File: src/rtl/mul_and_pkg.sv
// rtl/mul_and_pkg.sv - shared constants, stage records and helpers for the mul_and arbiter
package mul_and_pkg;

  localparam int WIDTH_DEFAULT = 16;
  localparam int N_REQ_DEFAULT = 4;
  localparam int TAG_W_DEFAULT = $clog2(N_REQ_DEFAULT);

  function automatic int tag_width(input int n_req);
    return (n_req < 2) ? 1 : $clog2(n_req);
  endfunction

  // Stage 1 carries raw operands; later stages carry the partial/final result.
  typedef struct packed {
    logic                     valid;
    logic [TAG_W_DEFAULT-1:0] tag;
    logic [WIDTH_DEFAULT-1:0] a;
    logic [WIDTH_DEFAULT-1:0] b;
    logic [WIDTH_DEFAULT-1:0] c;
  } op_stage_t;

  typedef struct packed {
    logic                     valid;
    logic [TAG_W_DEFAULT-1:0] tag;
    logic [WIDTH_DEFAULT-1:0] res;
  } res_stage_t;

endpackage

File: src/rtl/mul_and_pipe.sv
// rtl/mul_and_pipe.sv - LATENCY-stage (a*b)&c datapath with valid and tag sideband
module mul_and_pipe
  import mul_and_pkg::*;
#(
  parameter int WIDTH   = WIDTH_DEFAULT,
  parameter int TAG_W   = TAG_W_DEFAULT,
  parameter int LATENCY = 2
) (
  input  logic             clk,
  input  logic             rst_n,
  input  logic             in_valid,
  input  logic [TAG_W-1:0] in_tag,
  input  logic [WIDTH-1:0] in_a,
  input  logic [WIDTH-1:0] in_b,
  input  logic [WIDTH-1:0] in_c,
  output logic             out_valid,
  output logic [TAG_W-1:0] out_tag,
  output logic [WIDTH-1:0] out_data,
  output logic             busy
);

  // With one stage the multiply-and lands directly in the only register;
  // otherwise stage 1 holds operands and the result stages follow.
  localparam int RES_N   = (LATENCY == 1) ? 1 : LATENCY - 1;
  localparam int RES_OFF = LATENCY - RES_N;

  logic [LATENCY-1:0] vld;
  logic [TAG_W-1:0]   tag [LATENCY];
  logic [WIDTH-1:0]   res [RES_N];

  logic               src_valid;
  logic [WIDTH-1:0]   src_a;
  logic [WIDTH-1:0]   src_b;
  logic [WIDTH-1:0]   src_c;
  logic [WIDTH-1:0]   prod;

  generate
    if (LATENCY == 1) begin : g_direct
      assign src_valid = in_valid;
      assign src_a     = in_a;
      assign src_b     = in_b;
      assign src_c     = in_c;
    end else begin : g_op_stage
      logic [WIDTH-1:0] a_q;
      logic [WIDTH-1:0] b_q;
      logic [WIDTH-1:0] c_q;

      always_ff @(posedge clk) begin
        if (!rst_n) begin
          a_q <= '0;
          b_q <= '0;
          c_q <= '0;
        end else if (in_valid) begin
          a_q <= in_a;
          b_q <= in_b;
          c_q <= in_c;
        end
      end

      assign src_valid = vld[0];
      assign src_a     = a_q;
      assign src_b     = b_q;
      assign src_c     = c_q;
    end
  endgenerate

  // WIDTH-bit context keeps only the low half of the product.
  assign prod = src_a * src_b;

  // Result registers load only on a valid arrival, so the last stage holds
  // the most recent result between responses.
  always_ff @(posedge clk) begin
    if (!rst_n) begin
      vld <= '0;
      for (int i = 0; i < LATENCY; i++) tag[i] <= '0;
      for (int j = 0; j < RES_N; j++) res[j] <= '0;
    end else begin
      vld[0] <= in_valid;
      tag[0] <= in_tag;
      for (int i = 1; i < LATENCY; i++) begin
        vld[i] <= vld[i-1];
        tag[i] <= tag[i-1];
      end
      if (src_valid) res[0] <= prod & src_c;
      for (int j = 1; j < RES_N; j++) begin
        if (vld[j+RES_OFF-1]) res[j] <= res[j-1];
      end
    end
  end

  assign out_valid = vld[LATENCY-1];
  assign out_tag   = tag[LATENCY-1];
  assign out_data  = res[RES_N-1];
  assign busy      = |vld;

endmodule

File: src/rtl/mul_and_arbiter.sv
// rtl/mul_and_arbiter.sv - round-robin front end sharing one (a*b)&c pipeline among N_REQ requesters
module mul_and_arbiter
  import mul_and_pkg::*;
#(
  parameter int N_REQ   = N_REQ_DEFAULT,
  parameter int WIDTH   = WIDTH_DEFAULT,
  parameter int LATENCY = 2
) (
  input  logic                     clk,
  input  logic                     rst_n,
  input  logic                     en,
  input  logic [N_REQ-1:0]         req_valid,
  output logic [N_REQ-1:0]         req_ready,
  input  logic [N_REQ*WIDTH-1:0]   req_a,
  input  logic [N_REQ*WIDTH-1:0]   req_b,
  input  logic [N_REQ*WIDTH-1:0]   req_c,
  output logic [N_REQ-1:0]         rsp_valid,
  output logic [WIDTH-1:0]         rsp_data,
  output logic [$clog2(N_REQ)-1:0] grant_id,
  output logic                     idle
);

  localparam int TAG_W = tag_width(N_REQ);

  logic [TAG_W-1:0] ptr;
  logic [TAG_W-1:0] win;
  logic [TAG_W-1:0] idx;
  logic             found;
  logic             fire;

  logic             out_valid;
  logic [TAG_W-1:0] out_tag;
  logic             busy;

  // First requesting index found by a cyclic search starting at ptr.
  always_comb begin
    found = 1'b0;
    win   = '0;
    idx   = '0;
    for (int k = 0; k < N_REQ; k++) begin
      idx = TAG_W'((int'(ptr) + k) % N_REQ);
      if (!found && req_valid[idx]) begin
        found = 1'b1;
        win   = idx;
      end
    end
  end

  assign fire      = rst_n & en & found;
  assign req_ready = fire ? (N_REQ'(1) << win) : '0;
  assign grant_id  = win;

  always_ff @(posedge clk) begin
    if (!rst_n) begin
      ptr <= '0;
    end else if (fire) begin
      ptr <= (int'(win) == N_REQ - 1) ? '0 : win + 1'b1;
    end
  end

  mul_and_pipe #(
    .WIDTH   (WIDTH),
    .TAG_W   (TAG_W),
    .LATENCY (LATENCY)
  ) u_pipe (
    .clk       (clk),
    .rst_n     (rst_n),
    .in_valid  (fire),
    .in_tag    (win),
    .in_a      (req_a[win*WIDTH +: WIDTH]),
    .in_b      (req_b[win*WIDTH +: WIDTH]),
    .in_c      (req_c[win*WIDTH +: WIDTH]),
    .out_valid (out_valid),
    .out_tag   (out_tag),
    .out_data  (rsp_data),
    .busy      (busy)
  );

  assign rsp_valid = out_valid ? (N_REQ'(1) << out_tag) : '0;
  assign idle      = ~(busy | fire);

endmodule

File: config.mk
export PLATFORM = sky130hd
export DESIGN_NAME = mul_and_arbiter
export DESIGN_NICKNAME = d
export VERILOG_FILES = /design/src/rtl/mul_and_pkg.sv /design/src/rtl/mul_and_pipe.sv /design/src/rtl/mul_and_arbiter.sv
export SDC_FILE = /design/constraint.sdc
export NUM_CORES = 1
export LEC_CHECK = 0
export BUFFER_PORTS_ARGS = -buffer_cell sky130_fd_sc_hd__buf_2
export CORE_MARGIN = 8
export CORE_UTILIZATION = 56
export CTS_BUF_LIST = sky130_fd_sc_hd__clkbuf_2 sky130_fd_sc_hd__clkbuf_4 sky130_fd_sc_hd__clkbuf_8
export CTS_CLUSTER_DIAMETER = 100
export CTS_CLUSTER_SIZE = 20
export DETAILED_ROUTE_END_ITERATION = 10
export GPL_TIMING_DRIVEN = 0
export PLACE_DENSITY = 0.89
export SYNTH_ARGS = -nofsm -noshare
export SYNTH_HDL_FRONTEND = slang
export SYNTH_HIERARCHICAL = 1
export SYNTH_SLANG_ARGS = --single-unit
File: constraint.sdc
create_clock -name clk -period 6.3 [get_ports clk]
set_input_delay 0.63 -clock clk [delete_from_list [all_inputs] [get_ports clk]]
set_output_delay 0.63 -clock clk [all_outputs]
set_load 0.01 [all_outputs]
==> metrics.cfg <==
[clock_network]
worst_setup_hold_path_clk_slew_ps=70
htree_num_levels=3
tritoncts=done
postCtsResizedCells=0
cts_post_setup_buffers_inserted=0
clock-sinks=72
cts_inserted_buffers=9
clock_latency_ps=360
ctsLongestPathBuffers=2
cts.hold.buffers_added=0
clockRootBuffer=sky130_fd_sc_hd__clkbuf_8

[setup_path]
start_kind=flop
timing.reg2reg.setup_slack_ps=480
r2r_cells=18
r2r-end=u_pipe/res[0][15]$_SDFFCE_PN0P_
crit_arrival_ps=5930
endpoint_class_of_the_critical_path=flop
regToRegStartpoint=u_pipe/g_op_stage.b_q[1]$_SDFFE_PN0P_
critical_path_class=flop to flop
maximum_fanout_count_along_the_critical_path=10
required_ps=6410

[logic_synthesis]
number_of_flops_mapped_to_enable_cells_by_yosys=16
synthesis.area_per_instance_sq_um=9.569
yosys.area.top_type=sky130_fd_sc_hd__mux2i_1
postSynth.topFlopCell=sky130_fd_sc_hd__dfxtp_1
yosys_cell_types=48
synth_top_area_share=0.2287
ys_top_cells_by_area=sky130_fd_sc_hd__mux2i_1 (23%), sky130_fd_sc_hd__fa_1 (19%), sky130_fd_sc_hd__dfxtp_1 (13%)
synth-async-reset-ratio=0
postSynthRegisterBits=72
syn_area_sq_um=8402
synth_warnings=6
syn_nets=1206
synth_seq_area_share=0.1906
syn-instance-count=878

[route]
highest-signal-layer=met4
ant_nets=0
wire_per_inst_um=18.69
drtIter0Drc=323
met3WireLength_um=1854
met1Wirelength_um=9430
wl_met2_um=12300
drt_pass1_iterations=5
totalWireLength_um=24350
dr_total_vias=7103
drc_violation_count_after_routing=0
vias_per_cell=5.451

[timing]
finalSetupTns_ps=0
timing.final.crit_period_ps=5820
worst_clock_skew_ps=6.810
report.final.slew_viol_count=0
worstMarginPinSlew_ps=777.0
fmaxAchievable_ghz=0.1718
hold_viol_final=0
timing.max_slew.rel_slack=0.4820
final_period_util=0.9239
grt_setup_unrepaired=false
setup_viol=0

[floorplanning]
core_sq_um=14590
fp.dieArea_sq_um=19180
fp.dieH_um=138.5
die_width_um=138.5
std_cell_rows=44
effective_utilization_at_floorplan=0.5759
number_of_primary_i_o_pins=226

[global_routing]
first_global_vias=7606
global_route.overflow_total=0
gr-usage-all-layers=0.2478
first_pass_grt_wire_length_um=38510
maximum_number_of_pins_on_one_net_before_global_route_repair=17
antenna_found_initial=0

[final_layout]
diodes=0
sequential_cell_area_sq_um=1602
final_layout_size_suffix_gt1_frac=0.2413
multiInputGateArea_sq_um=6046
area_growth_syn_to_layout_pct=19.00
highest_count_cells_in_the_layout_ignoring_fill_and_taps=sky130_fd_sc_hd__buf_2 (233), sky130_fd_sc_hd__mux2i_1 (192), sky130_fd_sc_hd__inv_1 (118)
layout.cells.most_common=sky130_fd_sc_hd__buf_2
postLayoutCoreUtil=0.6853
fill_cells=1071
finalNetCount=1442

[power]
power.leakage_nw=5.001
powerDensity_nw_per_um2=151.5
vdd.ir_drop.worst_mv=0.1212

[hold_path]
holdPathEnd=u_pipe/tag[0][2]$_SDFF_PN0_
timing.hold.worst_path_depth=1
worst_hold_path_type=flop to flop
startpoint_of_the_tightest_hold_check_path=u_pipe/tag[0][0]$_SDFF_PN0_

[placed_design]
place_hpwl_um=20460
final_estimated_routing_congestion_in_global_placement=0.8817
placement.io_buffers=225

[run]
maxCapViolCount=0

[run_status]
outcome=finished, final reports clean

-- cells by family (layout without fill, tap and decap cells) --
kind of cell | after synthesis | in the layout | synth area share
buffers and inverters | 171 | 412 | 0.08980
adders and majority gates | 129 | 129 | 0.2636
xor gates and xnor gates | 35 | 35 | 0.03812
DFF | 72 | 72 | 0.1906
and+or+nand+nor | 243 | 243 | 0.1573
AOI/OAI and AO/OA | 36 | 36 | 0.03187
muxes | 192 | 192 | 0.2287
-- layer usage --
layer / vias to the layer above / track usage
li1: 3302 / -
met1: 3410 / 0.2831
met2: 335 / 0.4417
met3: 56 / 0.05171
met4: 0 / 0.09725
met5: - / 0
-- critical path, stage by stage, from the launching register on --
cell and delay, ps:
sky130_fd_sc_hd__dfxtp_1 470, sky130_fd_sc_hd__clkbuf_1 380, sky130_fd_sc_hd__nand2_1 140, sky130_fd_sc_hd__fa_1 530, sky130_fd_sc_hd__fa_1 570, sky130_fd_sc_hd__fa_1 450, sky130_fd_sc_hd__fa_1 540, sky130_fd_sc_hd__inv_1 50
sky130_fd_sc_hd__fa_1 480, sky130_fd_sc_hd__inv_1 50, sky130_fd_sc_hd__fa_1 470, sky130_fd_sc_hd__inv_1 40, sky130_fd_sc_hd__ha_1 370, sky130_fd_sc_hd__and2_2 180, sky130_fd_sc_hd__o21ai_0 70, sky130_fd_sc_hd__and2_1 170
sky130_fd_sc_hd__a21oi_1 270, sky130_fd_sc_hd__o21ai_0 130, sky130_fd_sc_hd__and4b_1 210
-- synth_stat cells (8+ instances only) --
master	n
sky130_fd_sc_hd__and2_1	75
sky130_fd_sc_hd__o21ai_0	8
sky130_fd_sc_hd__nand2_1	75
sky130_fd_sc_hd__xor2_1	9
sky130_fd_sc_hd__clkbuf_1	28
sky130_fd_sc_hd__ha_1	49
sky130_fd_sc_hd__and3_1	12
sky130_fd_sc_hd__mux2i_1	192
sky130_fd_sc_hd__buf_6	8
sky130_fd_sc_hd__xnor2_1	25
sky130_fd_sc_hd__inv_1	118
sky130_fd_sc_hd__dfxtp_1	56
sky130_fd_sc_hd__nor2b_1	51
sky130_fd_sc_hd__nor2_1	9
sky130_fd_sc_hd__buf_2	8
sky130_fd_sc_hd__edfxtp_1	16
sky130_fd_sc_hd__fa_1	80
-- through the flow --
stage | worst slack, ps | area, sq um | cells | hold slack [ps] | power [mW]
5_1_grt | 184.2 | 9998 | 1303 | 445.8 | 1.582
4_1_cts | 503.3 | 9998 | 1303 | 440.0 | 1.511
6_report | 479.6 | 9998 | 1303 | 448.5 | 1.515
2_1_floorplan | 993.9 | 8402 | 878 | 411.9 | 0.8922
3_3_place_gp | 526.8 | 9758 | 1287 | 415.4 | 1.069
3_5_place_dp | 513.2 | 9758 | 1287 | 422.6 | 1.084
-- sequential cells by signal (all words and copies together) (netlist names) --
| register | flops |
|---|---|
| ptr | 2 |
| u_pipe/g_op_stage.a_q | 16 |
| u_pipe/g_op_stage.b_q | 16 |
| u_pipe/g_op_stage.c_q | 16 |
| u_pipe/res | 16 |
| u_pipe/tag | 4 |
| u_pipe/vld | 2 |
-- layout make-up --
cell class                      count  share of cell area
Clock buffer                       14             0.01802
Clock inverter                      2            0.006007
Multi-Input combinational cell    635              0.6047
Inverter                          119             0.04468
Sequential cell                    72              0.1602
Timing Repair Buffer              225              0.1126
Buffer                             52             0.03078
Tap cell                          184             0.02303
-- where the power goes --
| group | leakage (nW) | total, mW | switching, mW | internal (mW) |
|---|---|---|---|---|
| Clock | 0.124 | 0.432 | 0.167 | 0.265 |
| Sequential | 0.626 | 0.536 | 0.0326 | 0.503 |
| Combinational | 4.25 | 0.547 | 0.295 | 0.252 |
-- worst max path at each step --
stage / start / end / slack [ps] / cells after the start
2_1_floorplan: u_pipe/g_op_stage.b_q[1]$_SDFFE_PN0P_ / u_pipe/res[0][14]$_SDFFCE_PN0P_ / 990 / 18
3_3_place_gp: u_pipe/g_op_stage.b_q[1]$_SDFFE_PN0P_ / u_pipe/res[0][15]$_SDFFCE_PN0P_ / 530 / 18
3_5_place_dp: u_pipe/g_op_stage.b_q[1]$_SDFFE_PN0P_ / u_pipe/res[0][14]$_SDFFCE_PN0P_ / 510 / 18
4_1_cts: u_pipe/g_op_stage.b_q[1]$_SDFFE_PN0P_ / u_pipe/res[0][15]$_SDFFCE_PN0P_ / 500 / 18
5_1_grt: u_pipe/g_op_stage.b_q[1]$_SDFFE_PN0P_ / u_pipe/res[0][15]$_SDFFCE_PN0P_ / 180 / 18
6_report: u_pipe/g_op_stage.b_q[1]$_SDFFE_PN0P_ / u_pipe/res[0][15]$_SDFFCE_PN0P_ / 480 / 18
Note: power is estimated with default switching activity, not from simulation.
